File: config.mk
export PLATFORM = sky130hd
export DESIGN_NAME = serial_bit_feeder_flat
export DESIGN_NICKNAME = d
export VERILOG_FILES = /design/src/rtl/serial_feeder_pkg.sv /design/src/rtl/serial_bit_feeder_if.sv /design/src/rtl/feeder_hold_reg.sv /design/src/rtl/serial_bit_feeder.sv /design/src/flat_wrapper.sv
export SDC_FILE = /design/constraint.sdc
export NUM_CORES = 1
export LEC_CHECK = 0
export CAP_MARGIN = 10
export CORE_MARGIN = 8
export CORE_UTILIZATION = 52
export DETAILED_ROUTE_END_ITERATION = 16
export PLACE_DENSITY = 0.8
export SLEW_MARGIN = 40
export SYNTH_ARGS = -nofsm -noshare
export SYNTH_HDL_FRONTEND = slang
export SYNTH_SLANG_ARGS = --single-unit
File: constraint.sdc
create_clock -name clk -period 2.22 [get_ports clk]
set_input_delay 0.333 -clock clk [delete_from_list [all_inputs] [get_ports clk]]
set_output_delay 0.333 -clock clk [all_outputs]
set_load 0.005 [all_outputs]
File: src/rtl/serial_feeder_pkg.sv
// Shared types and defaults for the serial bit feeder.
//   feeder_state_t : FSM encoding (IDLE = shift register empty, SHIFT = emitting a word)
//   DEF_WIDTH      : default parallel word width
package serial_feeder_pkg;

    typedef enum logic {
        IDLE,
        SHIFT
    } feeder_state_t;

    localparam int unsigned DEF_WIDTH = 8;

endpackage

File: src/rtl/serial_bit_feeder_if.sv
// Bundle of the feeder's word handshake, bit strobe and serial outputs.
//   in_data/in_valid/in_ready : parallel word handshake (accept on in_valid && in_ready)
//   bit_en                    : bit-rate strobe
//   dout/dout_valid           : registered serial bit and its qualifier
//   frame_start               : dout holds the first bit of a word
//   busy                      : shift or hold register occupied
// master = word source / bit consumer side, slave = the feeder itself.
interface serial_bit_feeder_if
    import serial_feeder_pkg::*;
#(
    parameter int unsigned WIDTH = DEF_WIDTH
);

    logic [WIDTH-1:0] in_data;
    logic             in_valid;
    logic             in_ready;
    logic             bit_en;
    logic             dout;
    logic             dout_valid;
    logic             frame_start;
    logic             busy;

    modport master (
        output in_data,
        output in_valid,
        output bit_en,
        input  in_ready,
        input  dout,
        input  dout_valid,
        input  frame_start,
        input  busy
    );

    modport slave (
        input  in_data,
        input  in_valid,
        input  bit_en,
        output in_ready,
        output dout,
        output dout_valid,
        output frame_start,
        output busy
    );

endinterface

File: src/rtl/feeder_hold_reg.sv
// One-entry word buffer that lets the next word wait while the current one shifts out.
//   clk, rst : clock, asynchronous active-low reset
//   wr_en    : store wr_data (sets full)
//   wr_data  : word to store
//   rd_en    : release the stored word (clears full unless written on the same edge)
//   rd_data  : stored word
//   full     : an entry is held
module feeder_hold_reg
    import serial_feeder_pkg::*;
#(
    parameter int unsigned WIDTH = DEF_WIDTH
) (
    input  logic             clk,
    input  logic             rst,
    input  logic             wr_en,
    input  logic [WIDTH-1:0] wr_data,
    input  logic             rd_en,
    output logic [WIDTH-1:0] rd_data,
    output logic             full
);

    logic             r_full;
    logic [WIDTH-1:0] r_data;

    // A write on the same edge as a read wins, so a refill during drain is not lost.
    always_ff @(posedge clk or negedge rst) begin
        if (!rst) begin
            r_full <= 1'b0;
            r_data <= '0;
        end else if (wr_en) begin
            r_full <= 1'b1;
            r_data <= wr_data;
        end else if (rd_en) begin
            r_full <= 1'b0;
        end
    end

    assign rd_data = r_data;
    assign full    = r_full;

endmodule

File: src/rtl/serial_bit_feeder.sv
// Serializes parallel words into one bit per enabled cycle for the 1010 detector.
//   clk, rst : clock, asynchronous active-low reset
//   bus      : slave side of serial_bit_feeder_if (handshake, bit_en, dout, dout_valid,
//              frame_start, busy)
// Parameters: WIDTH (2..32) bits per word, MSB_FIRST selects the first bit sent.
module serial_bit_feeder
    import serial_feeder_pkg::*;
#(
    parameter int unsigned WIDTH     = DEF_WIDTH,
    parameter bit          MSB_FIRST = 1'b1
) (
    input  logic                 clk,
    input  logic                 rst,
    serial_bit_feeder_if.slave   bus
);

    localparam int unsigned      CNT_W    = $clog2(WIDTH);
    localparam logic [CNT_W-1:0] LAST_CNT = CNT_W'(WIDTH - 1);

    feeder_state_t    r_state, w_state_nxt;
    logic [WIDTH-1:0] r_shift, w_shift_nxt;
    logic [CNT_W-1:0] r_cnt, w_cnt_nxt;
    logic             r_dout, w_dout_nxt;
    logic             r_dout_valid, w_dv_nxt;
    logic             r_frame_start, w_fs_nxt;

    logic             w_hold_full;
    logic [WIDTH-1:0] w_hold_data;
    logic             w_hold_wr;
    logic             w_hold_rd;
    logic             w_accept;
    logic             w_take;
    logic             w_load;
    logic [WIDTH-1:0] w_load_word;
    logic [WIDTH-1:0] w_shifted;

    function automatic logic lead_bit(input logic [WIDTH-1:0] word);
        return MSB_FIRST ? word[WIDTH-1] : word[0];
    endfunction

    assign w_accept = bus.in_valid && !w_hold_full;

    // An edge that may start a new word: idle, or the last bit of the current one.
    assign w_take      = bus.bit_en && ((r_state == IDLE) || (r_cnt == LAST_CNT));
    // The held word has priority; in_ready is low while it is full, so no conflict.
    assign w_load      = w_take && (w_hold_full || w_accept);
    assign w_load_word = w_hold_full ? w_hold_data : bus.in_data;
    assign w_hold_rd   = w_take && w_hold_full;
    // Accepted words not consumed directly by the shift register wait in the hold entry.
    assign w_hold_wr   = w_accept && !w_take;

    assign w_shifted = MSB_FIRST ? {r_shift[WIDTH-2:0], 1'b0} : {1'b0, r_shift[WIDTH-1:1]};

    feeder_hold_reg #(
        .WIDTH (WIDTH)
    ) u_hold (
        .clk     (clk),
        .rst     (rst),
        .wr_en   (w_hold_wr),
        .wr_data (bus.in_data),
        .rd_en   (w_hold_rd),
        .rd_data (w_hold_data),
        .full    (w_hold_full)
    );

    always_comb begin
        w_state_nxt = r_state;
        w_shift_nxt = r_shift;
        w_cnt_nxt   = r_cnt;
        w_dout_nxt  = r_dout;
        w_dv_nxt    = r_dout_valid;
        w_fs_nxt    = r_frame_start;

        if (w_load) begin
            w_state_nxt = SHIFT;
            w_shift_nxt = w_load_word;
            w_cnt_nxt   = '0;
            w_dout_nxt  = lead_bit(w_load_word);
            w_dv_nxt    = 1'b1;
            w_fs_nxt    = 1'b1;
        end else begin
            unique case (r_state)
                IDLE: begin
                    // Nothing to load; outputs already parked.
                end
                SHIFT: begin
                    if (bus.bit_en) begin
                        if (r_cnt == LAST_CNT) begin
                            // Word finished with nothing queued; dout keeps its last bit.
                            w_state_nxt = IDLE;
                            w_dv_nxt    = 1'b0;
                            w_fs_nxt    = 1'b0;
                        end else begin
                            w_shift_nxt = w_shifted;
                            w_cnt_nxt   = r_cnt + CNT_W'(1);
                            w_dout_nxt  = lead_bit(w_shifted);
                            w_fs_nxt    = 1'b0;
                        end
                    end
                end
            endcase
        end
    end

    always_ff @(posedge clk or negedge rst) begin
        if (!rst) begin
            r_state       <= IDLE;
            r_shift       <= '0;
            r_cnt         <= '0;
            r_dout        <= 1'b0;
            r_dout_valid  <= 1'b0;
            r_frame_start <= 1'b0;
        end else begin
            r_state       <= w_state_nxt;
            r_shift       <= w_shift_nxt;
            r_cnt         <= w_cnt_nxt;
            r_dout        <= w_dout_nxt;
            r_dout_valid  <= w_dv_nxt;
            r_frame_start <= w_fs_nxt;
        end
    end

    assign bus.in_ready    = !w_hold_full;
    assign bus.dout        = r_dout;
    assign bus.dout_valid  = r_dout_valid;
    assign bus.frame_start = r_frame_start;
    assign bus.busy        = (r_state == SHIFT) || w_hold_full;

endmodule
File: src/flat_wrapper.sv
// flat-port wrapper written by rule: the top's interface ports become plain ports
module serial_bit_feeder_flat import serial_feeder_pkg::*;
#(
    parameter int unsigned WIDTH     = DEF_WIDTH,
    parameter bit          MSB_FIRST = 1'b1
)
  (clk, rst, bus_in_data, bus_in_valid, bus_bit_en, bus_in_ready, bus_dout, bus_dout_valid, bus_frame_start, bus_busy);
  serial_bit_feeder_if #(.WIDTH(WIDTH)) bus_i ();
  input  logic clk;
  input  logic rst;
  input wire logic [$bits(bus_i.in_data)-1:0] bus_in_data;
  input wire logic [$bits(bus_i.in_valid)-1:0] bus_in_valid;
  input wire logic [$bits(bus_i.bit_en)-1:0] bus_bit_en;
  output wire logic [$bits(bus_i.in_ready)-1:0] bus_in_ready;
  output wire logic [$bits(bus_i.dout)-1:0] bus_dout;
  output wire logic [$bits(bus_i.dout_valid)-1:0] bus_dout_valid;
  output wire logic [$bits(bus_i.frame_start)-1:0] bus_frame_start;
  output wire logic [$bits(bus_i.busy)-1:0] bus_busy;
  assign bus_i.in_data = bus_in_data;
  assign bus_i.in_valid = bus_in_valid;
  assign bus_i.bit_en = bus_bit_en;
  assign bus_in_ready = bus_i.in_ready;
  assign bus_dout = bus_i.dout;
  assign bus_dout_valid = bus_i.dout_valid;
  assign bus_frame_start = bus_i.frame_start;
  assign bus_busy = bus_i.busy;
  serial_bit_feeder #(.WIDTH(WIDTH), .MSB_FIRST(MSB_FIRST)) u_core (.clk(clk), .rst(rst), .bus(bus_i));
endmodule
==> results of run 1 <==
==> worst reg2reg max path, delay by kind of cell (launching register included) <==
| family | cells | cell delay (ns) |
|---|---|---|
| flops | 1 | 0.42 |
| fa+ha+maj | 2 | 0.42 |
| mux | 1 | 0.38 |
| compound gates | 1 | 0.33 |
| simple gates | 1 | 0.24 |
==> layer usage <==
layer	vias up	wire (um)	track usage
met5	-	0	0
met4	0	101	0.0883
met3	10	79	0.0341
met2	23	1090	0.185
met1	415	1040	0.152
li1	402	-	-
==> worst paths after layout <==
check	to	slack [ns]	cells past startpoint	start
min in group clk	u_core.bus.frame_start$_DFFE_PN0P_	0.49	2	u_core.bus.frame_start$_DFFE_PN0P_
hold reg to reg	u_core.bus.frame_start$_DFFE_PN0P_	0.49	2	u_core.bus.frame_start$_DFFE_PN0P_
setup reg to reg	u_core.u_hold.rd_data[4]$_DFFE_PN0P_	0.33	5	u_core.r_cnt[0]$_DFFE_PN0P_
setup / recovery	bus_in_ready	0.28	3	u_core.u_hold.full$_DFFE_PN0P_
max in group asynchronous	u_core.r_shift[4]$_DFFE_PN0P_	1.64	2	rst
hold / removal	u_core.u_hold.rd_data[3]$_DFFE_PN0P_	0.35	2	rst
==> per-stage QoR <==
step                      power [uW]  hold slack (ns)  worst slack, ns
after floorplan                 1190           0.0374            0.451
after global placement          1380            0.458            0.352
after detailed placement        1420            0.467            0.350
after CTS                       1620            0.360            0.268
after global routing            1720            0.389            0.202
final                           1610            0.349            0.277
==> sequential cells by signal, indices dropped and copies added, names as in the netlist <==
signal	count
u_core.bus.frame_start	1
u_core.r_state	1
u_core.bus.dout	1
u_core.r_cnt	3
u_core.u_hold.rd_data	8
u_core.r_shift	7
u_core.u_hold.full	1
u_core.bus.dout_valid	1
==> final cells by class <==
cell class,instances,area (um2),area share
Multi-Input combinational cell,66,503,0.371
Tap cell,28,35.0,0.0258
Timing Repair Buffer,22,205,0.151
Clock buffer,3,22.5,0.0166
Inverter,3,11.3,0.00829
Sequential cell,23,576,0.424
Clock inverter,1,5.00,0.00369
==> synth_stat cells (2+ instances only) <==
master | instances | area (um2)
mux2i_1 | 8 | 80.1
o211ai_1 | 5 | 37.5
or2_2 | 2 | 12.5
nor2b_1 | 6 | 37.5
nand2b_1 | 2 | 12.5
inv_1 | 3 | 11.3
a31oi_1 | 5 | 31.3
buf_2 | 2 | 10.0
a32o_1 | 3 | 30.0
ha_1 | 2 | 25.0
nand2_1 | 6 | 22.5
o221ai_1 | 2 | 17.5
dfrtp_1 | 23 | 576
mux2_2 | 8 | 90.1
a21oi_1 | 3 | 15.0
nand3_1 | 8 | 40.0
==> placed cells by master, fill, tap and decap left out, drive strengths merged <==
master and n:
dfrtp 23, or2 2, mux2i 8, nand3 9
o21ai 1, clkinv 1, a21oi 4, nand2 6
ha 2, nor2b 6, mux2 8, inv 3
a31oi 5, nand2b 2, a32o 3, o221ai 2
nor2 1, buf 6, a21boi 1, o2bb2ai 1
clkbuf 3, clkdlybuf4s50 16, o211ai 5
==> report_power, final <==
part           leakage [uW]  switching (uW)  total [uW]  internal (uW)
logic              0.000308             310         682            372
clock network     0.0000177             130         198           67.4
registers          0.000279             130         728            598
total              0.000605             571        1610           1040
==> kinds of logic (layout without fill, tap and decap cells) <==
logic type,after synthesis,in the layout,share of synthesized area
adders and majority gates,2,2,0.0223
buffers and inverters,8,29,0.0390
AOI/OAI and AO/OA,22,22,0.151
DFF,23,23,0.513
and+or+nand+nor,26,26,0.124
muxes,16,16,0.152
==> results.sh, run 1 <==
export IMPL_worstPathMaxFanout=8
export IMPL_final_util=0.638
export IMPL_clock_sinks=23
export IMPL_final_cells=146
export IMPL_clk_pin_slew_worst_paths_ns=0.13
export IMPL_vias_per_cell=5.82
export IMPL_final_max_slew_violation_count=0
export IMPL_grt_pass1_wl_um=3910
export IMPL_grtUsageTotal=0.124
export IMPL_placed_area_um2=1330
export IMPL_syn_num_nets=111
export IMPL_vdd_ir_drop_max_mv=0.557
export IMPL_clock_latency_ns=0.31
export IMPL_crit_path_start_kind="flop"
export IMPL_synth_ff_type="dfrtp_1"
export IMPL_cts_tree="built"
export IMPL_synth_edf_count=0
export IMPL_synth_area_um2=1120
export IMPL_setup_viol=0
export IMPL_boundaryPins=17
export IMPL_p_leak_uw=0.000605
export IMPL_drtAntennaViolNets=0
export IMPL_ys_seq_area_frac=0.513
export IMPL_relSlewSlack=0.684
export IMPL_drt_iter0_markers=22
export IMPL_cts_hold_buffers_added=0
export IMPL_critical_path_cell_chain="buf_4 -> inv_1 -> clkdlybuf4s50_1"
export IMPL_initial_core_util=0.528
export IMPL_critPathMaxStageDelay_ns=0.52
export IMPL_num_rows=17
export IMPL_finalCritPeriodShare=0.875
export IMPL_die_x_um=62.5
export IMPL_max_cap_viol_count=0
export IMPL_synth_cell_type_count=25
export IMPL_grt_pass1_vias=842
export IMPL_tightest_slew_ns=0.469
export IMPL_drive_gt1_frac=0.186
export IMPL_drt_pass1_iter_count=4
export IMPL_die_height_um=62.5
export IMPL_synthArstFlopShare=1.00
export IMPL_rsz0062_at_grt="false"
export IMPL_grt_max_degree=24
export IMPL_yosysWarnings=0
export IMPL_ctsResizeCount=0
export IMPL_drcViolationCount=0
export IMPL_nets=133
export IMPL_setup_tns_ns=0
export IMPL_cts_max_level=1
export IMPL_syn_to_final_growth_pct=21.0
export IMPL_grt_antenna_before_repair=0
export IMPL_end_kind="output pin"
export IMPL_die_area_um2=3900
export IMPL_syn_inst=97
export IMPL_finalHoldViolCount=0
export IMPL_grt_overflow_total=0
export IMPL_cpLargestDelayFamily="buffers and inverters"
export IMPL_cts_setup_buffers=0
export IMPL_max_freq_mhz=515
export IMPL_ys_seq_elements=23
export IMPL_io_buffers=16
export IMPL_power_density_nw_per_um2=1180
export IMPL_worstHoldPathType="primary input to asynchronous set/reset pin"
export IMPL_cts_root_buffer="clkbuf_4"
export IMPL_routedWlPerCell_um=15.8
export IMPL_clock_skew_ns=0.00370
export IMPL_fin_crit_ns=1.94
export IMPL_filler_cell_count=172
export IMPL_status="complete, no violations"
export IMPL_routed_wl_um=2310
export IMPL_diodes=0
export IMPL_num_vias=850
export IMPL_gp_congestion=0.819
export IMPL_cts_max_path_buffers=2
export IMPL_numCtsBuffers=3
export IMPL_cp_arrival_ns=1.61
export IMPL_synth_avg_cell_area_um2=11.6
export IMPL_crit_type="flop to output pin"
export IMPL_crit_path_top_delay_cell="dfrtp_1"
export IMPL_crit_buf_inv=3
export IMPL_placed_cells=142
export IMPL_fin_area_um2=1360
export IMPL_core_um2=2130
export IMPL_hpwl_um=1700
export IMPL_crit_required_ns=1.89
Note: power is estimated with default switching activity, not from simulation.
==> inputs of run 2 (changes only) <==
Settings changed: CORE_MARGIN 8 to 2, CORE_UTILIZATION 52 to 53, PLACE_DENSITY 0.8 to 0.81, SYNTH_HIERARCHICAL from default to 1.
==> run 2 against run 1 <==
- total power up 7.5%
- global-route usage is 8.2 points higher
- count of clock-buffer cells in the layout unchanged
- utilization rose by 1.4 points
- sequential power grew 0.7%
- routed wire length decreased by 0.39%
- combinational power grew 17%
- clock power barely moved
- register-to-register slack about the same
- largest power group is now combinational cells
==> results.sh, run 2 <==
export IMPL_status="complete, no violations"
export IMPL_mostFrequentLayoutCells="dfrtp_1 (23), clkdlybuf4s50_1 (16)"
export IMPL_critPathMaxStageDelay_ns=0.42
export IMPL_grt_antenna_before_repair=0
export IMPL_initial_core_util=0.552
export IMPL_crit_required_ns=2.43
export IMPL_crit_path_start_kind="flop"
export IMPL_syn_inst=102
export IMPL_fin_crit_ns=1.89
export IMPL_grtUsageTotal=0.206
export IMPL_cts_root_buffer="clkbuf_4"
export IMPL_hpwl_um=1660
export IMPL_num_vias=870
export IMPL_cpLargestDelayFamily="simple AND/OR/NAND/NOR gates"
export IMPL_die_height_um=51.5
export IMPL_clk_pin_slew_worst_paths_ns=0.13
export IMPL_diodes=0
export IMPL_largest_reg_flops=8
export IMPL_ys_seq_elements=23
export IMPL_syn_to_final_growth_pct=18.2
export IMPL_num_rows=17
export IMPL_grt_max_degree=24
export IMPL_synth_top_area_share=0.481
export IMPL_cts_max_level=1
export IMPL_io_buffers=16
export IMPL_syn_num_nets=116
export IMPL_grt_pass1_wl_um=3950
export IMPL_cts_hold_buffers_added=0
export IMPL_cp_depth=7
export IMPL_vdd_ir_drop_max_mv=0.851
export IMPL_nets=137
export IMPL_core_um2=2170
export IMPL_synth_ff_type="dfrtp_1"
export IMPL_tightest_slew_ns=0.283
export IMPL_drive_gt1_frac=0.180
export IMPL_cts_max_path_buffers=2
export IMPL_setup_tns_ns=0
export IMPL_max_cap_viol_count=0
export IMPL_final_cells=150
export IMPL_drtAntennaViolNets=0
export IMPL_gp_congestion=0.755
export IMPL_grt_pass1_vias=827
export IMPL_synth_most_common_cell="dfrtp_1"
export IMPL_placed_cells=146
export IMPL_rsz0062_at_grt="false"
export IMPL_power_density_nw_per_um2=1220
export IMPL_critical_path_cell_chain="ha_1 -> ha_1 -> nand2b_1 -> nand2_1 -> and3_1 -> buf_4 -> mux2_4"
export IMPL_drt_pass1_iter_count=4
export IMPL_synth_cell_type_count=26
export IMPL_finalCritPeriodShare=0.853
export IMPL_cts_setup_buffers=0
export IMPL_relSlewSlack=0.812
export IMPL_ys_seq_area_frac=0.481
export IMPL_cp_arrival_ns=2.11
export IMPL_clock_skew_ns=0.00193
export IMPL_yosysWarnings=6
export IMPL_vias_per_cell=5.80
export IMPL_synth_top_cell_by_area="dfrtp_1"
export IMPL_p_leak_uw=0.000649
export IMPL_worstHoldPathType="primary input to asynchronous set/reset pin"
export IMPL_grt_overflow_total=0
export IMPL_clock_sinks=23
export IMPL_synthArstFlopShare=1.00
export IMPL_yosys_top_cells_area="dfrtp_1 (48%), mux2_4 (10%), mux2i_1 (6.7%)"
export IMPL_boundaryPins=17
export IMPL_synth_avg_cell_area_um2=11.7
export IMPL_max_freq_mhz=528
export IMPL_routed_wl_um=2300
export IMPL_drcViolationCount=0
export IMPL_filler_cell_count=199
export IMPL_crit_path_top_delay_cell="dfrtp_1"
export IMPL_crit_type="flop to flop"
export IMPL_synth_edf_count=0
export IMPL_final_max_slew_violation_count=0
export IMPL_ctsResizeCount=0
export IMPL_setup_viol=0
export IMPL_cpMostUsedCell="ha_1"
export IMPL_drt_iter0_markers=6
export IMPL_clock_latency_ns=0.31
export IMPL_finalHoldViolCount=0
export IMPL_crit_buf_inv=1
export IMPL_synth_area_um2=1200
export IMPL_end_kind="flop"
export IMPL_worstRegToRegCells=7
export IMPL_die_area_um2=2660
export IMPL_layout_commonest_cell="dfrtp_1"
export IMPL_cts_tree="built"
export IMPL_worstPathMaxFanout=9
export IMPL_routedWlPerCell_um=15.4
export IMPL_numCtsBuffers=3
export IMPL_die_x_um=51.5
[run 2: cell count changes after synthesis, moves of 3 or more]
cell,delta
mux2_4,+8
and2b_1,+5
mux2_2,-8
nor2b_1,-4
a31oi_1,+3
[run 2: where the power goes]
| group | leakage (uW) | switching (uW) | internal [uW] |
|---|---|---|---|
| combinational | 0.000352 | 354 | 446 |
| clock | 0.0000177 | 128 | 67.4 |
| sequential | 0.000280 | 129 | 603 |
| total | 0.000649 | 612 | 1120 |
[run 2: logic make-up after synthesis]
kind of cell / count (synthesis) / share of synthesized area
adders and majority gates: 2 / 0.0209
DFF: 23 / 0.481
AOI/OAI and AO/OA: 22 / 0.133
muxes: 16 / 0.167
buffers and inverters: 8 / 0.0481
and+or+nand+nor: 31 / 0.150
[run 2: final timing paths]
check,slack [ns],end,from
max in group asynchronous,1.65,u_core/u_hold/full$_DFFE_PN0P_,rst
min in group clk,0.50,u_core/bus.dout_valid$_DFFE_PN0P_,u_core/bus.dout_valid$_DFFE_PN0P_
worst min-delay path,0.35,u_core/r_cnt[1]$_DFFE_PN0P_,rst
worst max-delay path,0.33,u_core/u_hold/rd_data[5]$_DFFE_PN0P_,u_core/r_cnt[0]$_DFFE_PN0P_
worst min register to register,0.50,u_core/bus.dout_valid$_DFFE_PN0P_,u_core/bus.dout_valid$_DFFE_PN0P_
worst max register to register,0.33,u_core/u_hold/rd_data[5]$_DFFE_PN0P_,u_core/r_cnt[0]$_DFFE_PN0P_
[run 2: layer usage]
layer  track usage  vias up  share of wire
met1         0.295      433           0.46
met3        0.0345        4          0.025
li1              -      417              -
met4         0.101        0          0.014
met2         0.303       16           0.50
met5             0        -              0
[run 2: final cells by class]
class / instances / area (um2) / area share
clock buffer: 3 / 22.5 / 0.0159
sequential: 23 / 576 / 0.407
timing repair buffer: 22 / 205 / 0.145
multi-input combinational: 71 / 564 / 0.399
clock inverter: 1 / 5.00 / 0.00354
inverter: 2 / 7.51 / 0.00531
tap: 28 / 35.0 / 0.0248
[run 2: through the flow]
| stage | hold slack, ns | instance area, um2 | utilization | total power [uW] | setup slack (ns) |
|---|---|---|---|---|---|
| floorplan | 0.0374 | 1200 | - | 1310 | 0.335 |
| global placement | 0.457 | 1390 | 0.640 | 1500 | 0.398 |
| detailed placement | 0.469 | 1390 | 0.640 | 1540 | 0.351 |
| CTS | 0.353 | 1420 | 0.652 | 1740 | 0.331 |
| global route | 0.359 | 1420 | 0.652 | 1850 | 0.182 |
| finish | 0.346 | 1420 | 0.652 | 1730 | 0.325 |
==> inputs of run 3 (changes only) <==
Settings changed: ABC_AREA from default to 0.
==> results of run 3 <==
No change in the layout: final DEF, timing and power equal those of run 2.
==> variant 1: new RTL, config.mk and constraints of run 1 <==
`DEF_WIDTH`: 8 -> 4.
--- a/src/rtl/serial_feeder_pkg.sv
+++ b/src/rtl/serial_feeder_pkg.sv
@@ -8,7 +8,7 @@
         SHIFT
     } feeder_state_t;
 
-    localparam int unsigned DEF_WIDTH = 8;
+    localparam int unsigned DEF_WIDTH = 4;
 
 endpackage
 
Interface: changed (resized bus_in_data); port bits go from 17 to 13. No check against the original RTL was run, so the function may have changed too.
==> variant 1 against run 1 <==
  * Non-clock buffer count is 10 lower
  * Power shrank 35%
  * Critical path depth down 1
  * Final area fell by 37%
  * Sequential cell count down 9
  * Worst setup slack gained 0.063 ns
  * Area after synthesis decreased by 35%
  * Wire length decreased by 41%
  * Critical endpoint is now bus_busy
==> variant 1: results (changes against run 1) <==
| Metric | Value |
|---|---|
| Fin nets | `83 (-38%)` |
| Total GRT Usage | `0.1062 (-0.01820)` |
| Clock Pin Slew Worst Setup and Hold Paths | `0.08 ns (-0.05 ns)` |
| Worst path top cell family by delay | `flip-flops` |
| Leakage power | `0.3836 nW (-37%)` |
| Max reg flops | `4 (-4)` |
| Max VDD drop | `0.7061 mV (+27%)` |
| Reg2Reg Depth | `4 (-1)` |
| Pre-CTS setup slack | `0.4525 ns (+0.1021 ns)` |
| Setup Skew | `0.0009575 ns (-0.002745 ns)` |
| Net count after synthesis | `70 (-37%)` |
| Fillers | `98 (-43%)` |
| Met2 Usage GRT | `0.1348 (-0.05023)` |
| Sequential-to-total area share from yosys stat | `0.4786 (-0.03419)` |
| Worst stage delay on the critical path | `0.50 ns (-0.02 ns)` |
| Starting DRT DRC Count | `17 (-23%)` |
| Status | `finished clean` |
| Largest fanout on the critical path | `9 (+1)` |
| Non-CTS buffers | `12 (-45%)` |
| Vias in the first global route | `483 (-43%)` |
| Sequential Area | `350.3 um^2 (-39%)` |
| Pin count of the biggest net entering global routing | `15 (-38%)` |
| Met3 usage | `0.04202 (+0.007967)` |
| Clock sink count | `14 (-39%)` |
| Commonest cells post-synth | `dfrtp_1, mux2_2, inv_1, nor3b_1` |
| Wire length on met1 | `646 um (-38%)` |
| CP endpoint | `bus_busy` |
[variant 1: cell count changes after synthesis, sizes merged, moves of 3 or more]
cell	run 1	this run
dfrtp	23	14
a31oi	5	1
mux2i	8	3
nor2b	6	0
a31o	0	3
nand2	6	2
mux2	8	5
nor3b	0	4
o211ai	5	0
nand3	9	0
a22oi	0	3
[variant 1: report_power, final]
group	leakage [nW]	internal, W	switching, W
logic	0.205	0.000267	0.000187
clock network	0.0138	0.0000629	0.0000792
registers	0.164	0.000366	0.0000865
total	0.384	0.000696	0.000352
[variant 1: cell families (layout without fill, tap and decap cells)]
group,count (synthesis),after routing,synth area share
compound gates,17,17,0.2052
fa+ha+maj,1,1,0.01709
buf+inv,8,19,0.06494
flops,14,14,0.4786
mux,8,8,0.1179
simple gates,13,13,0.1163
[variant 1: metrics by stage]
stage	cells	total power, W
after CTS	87	0.001057
after floorplan	61	0.0007938
after global placement	84	0.0008961
after global routing	87	0.001124
final	87	0.001048
after detailed placement	84	0.0009138
==> variant 2: new RTL, config.mk and constraints of run 1 <==
Made on the original files. Reset style: synchronous (`rst`), changed in 2 clocked blocks. Comments in the files are not updated.
--- a/src/rtl/feeder_hold_reg.sv
+++ b/src/rtl/feeder_hold_reg.sv
@@ -23,7 +23,7 @@
     logic [WIDTH-1:0] r_data;
 
     // A write on the same edge as a read wins, so a refill during drain is not lost.
-    always_ff @(posedge clk or negedge rst) begin
+    always_ff @(posedge clk) begin
         if (!rst) begin
             r_full <= 1'b0;
             r_data <= '0;
--- a/src/rtl/serial_bit_feeder.sv
+++ b/src/rtl/serial_bit_feeder.sv
@@ -102,7 +102,7 @@
         end
     end
 
-    always_ff @(posedge clk or negedge rst) begin
+    always_ff @(posedge clk) begin
         if (!rst) begin
             r_state       <= IDLE;
             r_shift       <= '0;
Formal check against the unedited RTL: differs if rst is asserted again (counterexample within 4 cycles, from zero or initial values and one cycle with rst low); with rst held inactive, the same outputs for 10 cycles.
==> variant 2 against run 1 <==
  * Area after synthesis increased by 1.3%
  * Fmax rose by 7.9%
  * Clock skew is 0.013 ns higher
  * Highest routed layer unchanged
  * Sequential cell count unchanged
  * Final area fell by 0.92%
  * Count of clock-buffer cells in the layout did not move
  * Critical path depth increased by 3
  * Wire length shrank 7.5%
  * Worst setup slack better by 0.14 ns
  * Largest cell class is now multi-input combinational cells
  * Sequential share of layout area fell by 8.2 points
  * Utilization is 1.2 points lower
Power is not compared: it rests on default switching activity, and its combinational part moved more than twofold at a synthesized area within 25%.
==> variant 2: results (changes against run 1) <==
| Metric | Value |
|---|---|
| Adder-Cell Fraction of Synth Area | `0.02200 (-0.0002943)` |
| Fin nets | `144 (+8.3%)` |
| CTS root buf | `clkbuf_4` |
| Slowest CP cell | `dfxtp_1` |
| Area fraction in compound gates after synthesis | `0.2145 (+0.06402)` |
| Crit path launch | `u_core.r_cnt[0]$_SDFFE_PP0P_` |
| Post-synthesis mux area share | `0.1287 (-0.02290)` |
| Pin count of the biggest net entering global routing | `15 (-38%)` |
| Worst-margin pin slew | `0.4725 ns (+0.003703 ns)` |
| YS warnings | `0 (unchanged)` |
| Async set or reset register ratio after synthesis | `0 (-1.000)` |
| Status | `finished clean` |
| Crit path time final | `1.802 ns (-0.1416 ns)` |
| CTS H-tree depth | `1 (unchanged)` |
| Worst stage delay on the critical path | `0.37 ns (-0.15 ns)` |
| DR WL/cell | `13.63 um (-14%)` |
| Synth top area cells | `dfxtp_1, mux2i_1, nor2b_1, o221ai_2, a21boi_1` |
| Hold path startpoint | `u_core.r_shift[4]$_SDFFE_PN0P_` |
| Commonest cells post-synth | `dfxtp_1, nand2_1, nor2b_1` |
| Net count after synthesis | `127 (+14%)` |
| Post-CTS Setup Bufs | `0 (unchanged)` |
| Reg2Reg Depth | `6 (+1)` |
| Leakage power | `0.4729 nW` |
| Pre-CTS setup slack | `0.1938 ns (-0.1566 ns)` |
| Max reg flops | `8 (unchanged)` |
| Setup Skew | `0.01685 ns (+0.01315 ns)` |
| Dpl cell area | `0.001315 mm^2 (-1.1%)` |
| Worst hold endpoint | `u_core.r_shift[4]$_SDFFE_PN0P_` |
| Final hold slack | `0.4631 ns (+0.1140 ns)` |
| Clock Pin Slew Worst Setup and Hold Paths | `0.14 ns` |
| First-pass GRT wire length | `3.691 mm (-5.6%)` |
| CP Class | `reg -> reg` |
| Hold crit path type | `reg -> reg` |
| Share of cells above drive strength 1 | `0.1628 (-0.02365)` |
| Vias in the first global route | `846 (+0.48%)` |
| Sequential-to-total area share from yosys stat | `0.4048 (-0.1080)` |
| Fillers | `184 (+7.0%)` |
| Total GRT Usage | `0.1134 (-0.01108)` |
| Skew-Pair Late Insertion Delay | `0.32 ns` |
| Max-slew violations | `0 (unchanged)` |
| Post-DP HPWL | `1.597 mm (-6.3%)` |
| Synth Area in XOR/XNOR | `0.007701 (+0.007701)` |
| Starting DRT DRC Count | `39 (+77%)` |
| Worst path top cell family by delay | `simple AND/OR/NAND/NOR gates` |
| Largest fanout on the critical path | `7 (-1)` |
| Via count | `841 (-1.1%)` |
| R2r setup slk | `0.42 ns (+0.09 ns)` |
| Count of cell types in the netlist | `34 (+36%)` |
| RR Endpoint | `u_core.r_shift[3]$_SDFFE_PN0P_` |
| Routability Congestion | `0.7127 (-13%)` |
| Worst Path Arrival | `2.03 ns (+0.42 ns)` |
## variant 2: worst register-to-register path, stage by stage, from the launching register on
cell      delay (ns)
dfxtp_1         0.37
ha_1            0.15
ha_1            0.30
nand2b_4        0.21
nand3_1         0.25
a211oi_1        0.35
o31ai_2         0.10
## variant 2: per-layer routing
layer / track usage / part of all wire
met2: 0.1824 / 0.45
met5: 0 / 0
met1: 0.1381 / 0.50
met3: 0.02867 / 0.030
met4: 0.05128 / 0.016
## variant 2: area by class of cell
type	count	area [um^2]	share of cell area
Inverter	1	3.754	0.002791
Clock inverter	1	7.507	0.005581
Multi-Input combinational cell	83	640.6	0.4763
Timing Repair Buffer	18	175.2	0.1302
Sequential cell	23	460.4	0.3423
Clock buffer	3	22.52	0.01674
Tap cell	28	35.03	0.02605
## variant 2: cell families after synthesis
family                   after synthesis
AND/OR/NAND/NOR                       40
AO/OA/AOI/OAI                         26
flip-flops                            23
multiplexers                          14
buffers and inverters                  7
adder cells (fa/ha/maj)                2
XOR/XNOR                               1
## variant 2: power by group
part | internal [W] | switching [W] | total [W]
Combinational | 0.0000783 | 0.0000735 | 0.000152
Clock | 0.0000688 | 0.000132 | 0.000201
Sequential | 0.000434 | 0.0000131 | 0.000448
## variant 2: stage by stage
step	cells	utilization
floorplan	113	-
global placement	153	0.6121
detailed placement	153	0.6121
CTS	157	0.6261
global route	157	0.6261
finish	157	0.6261
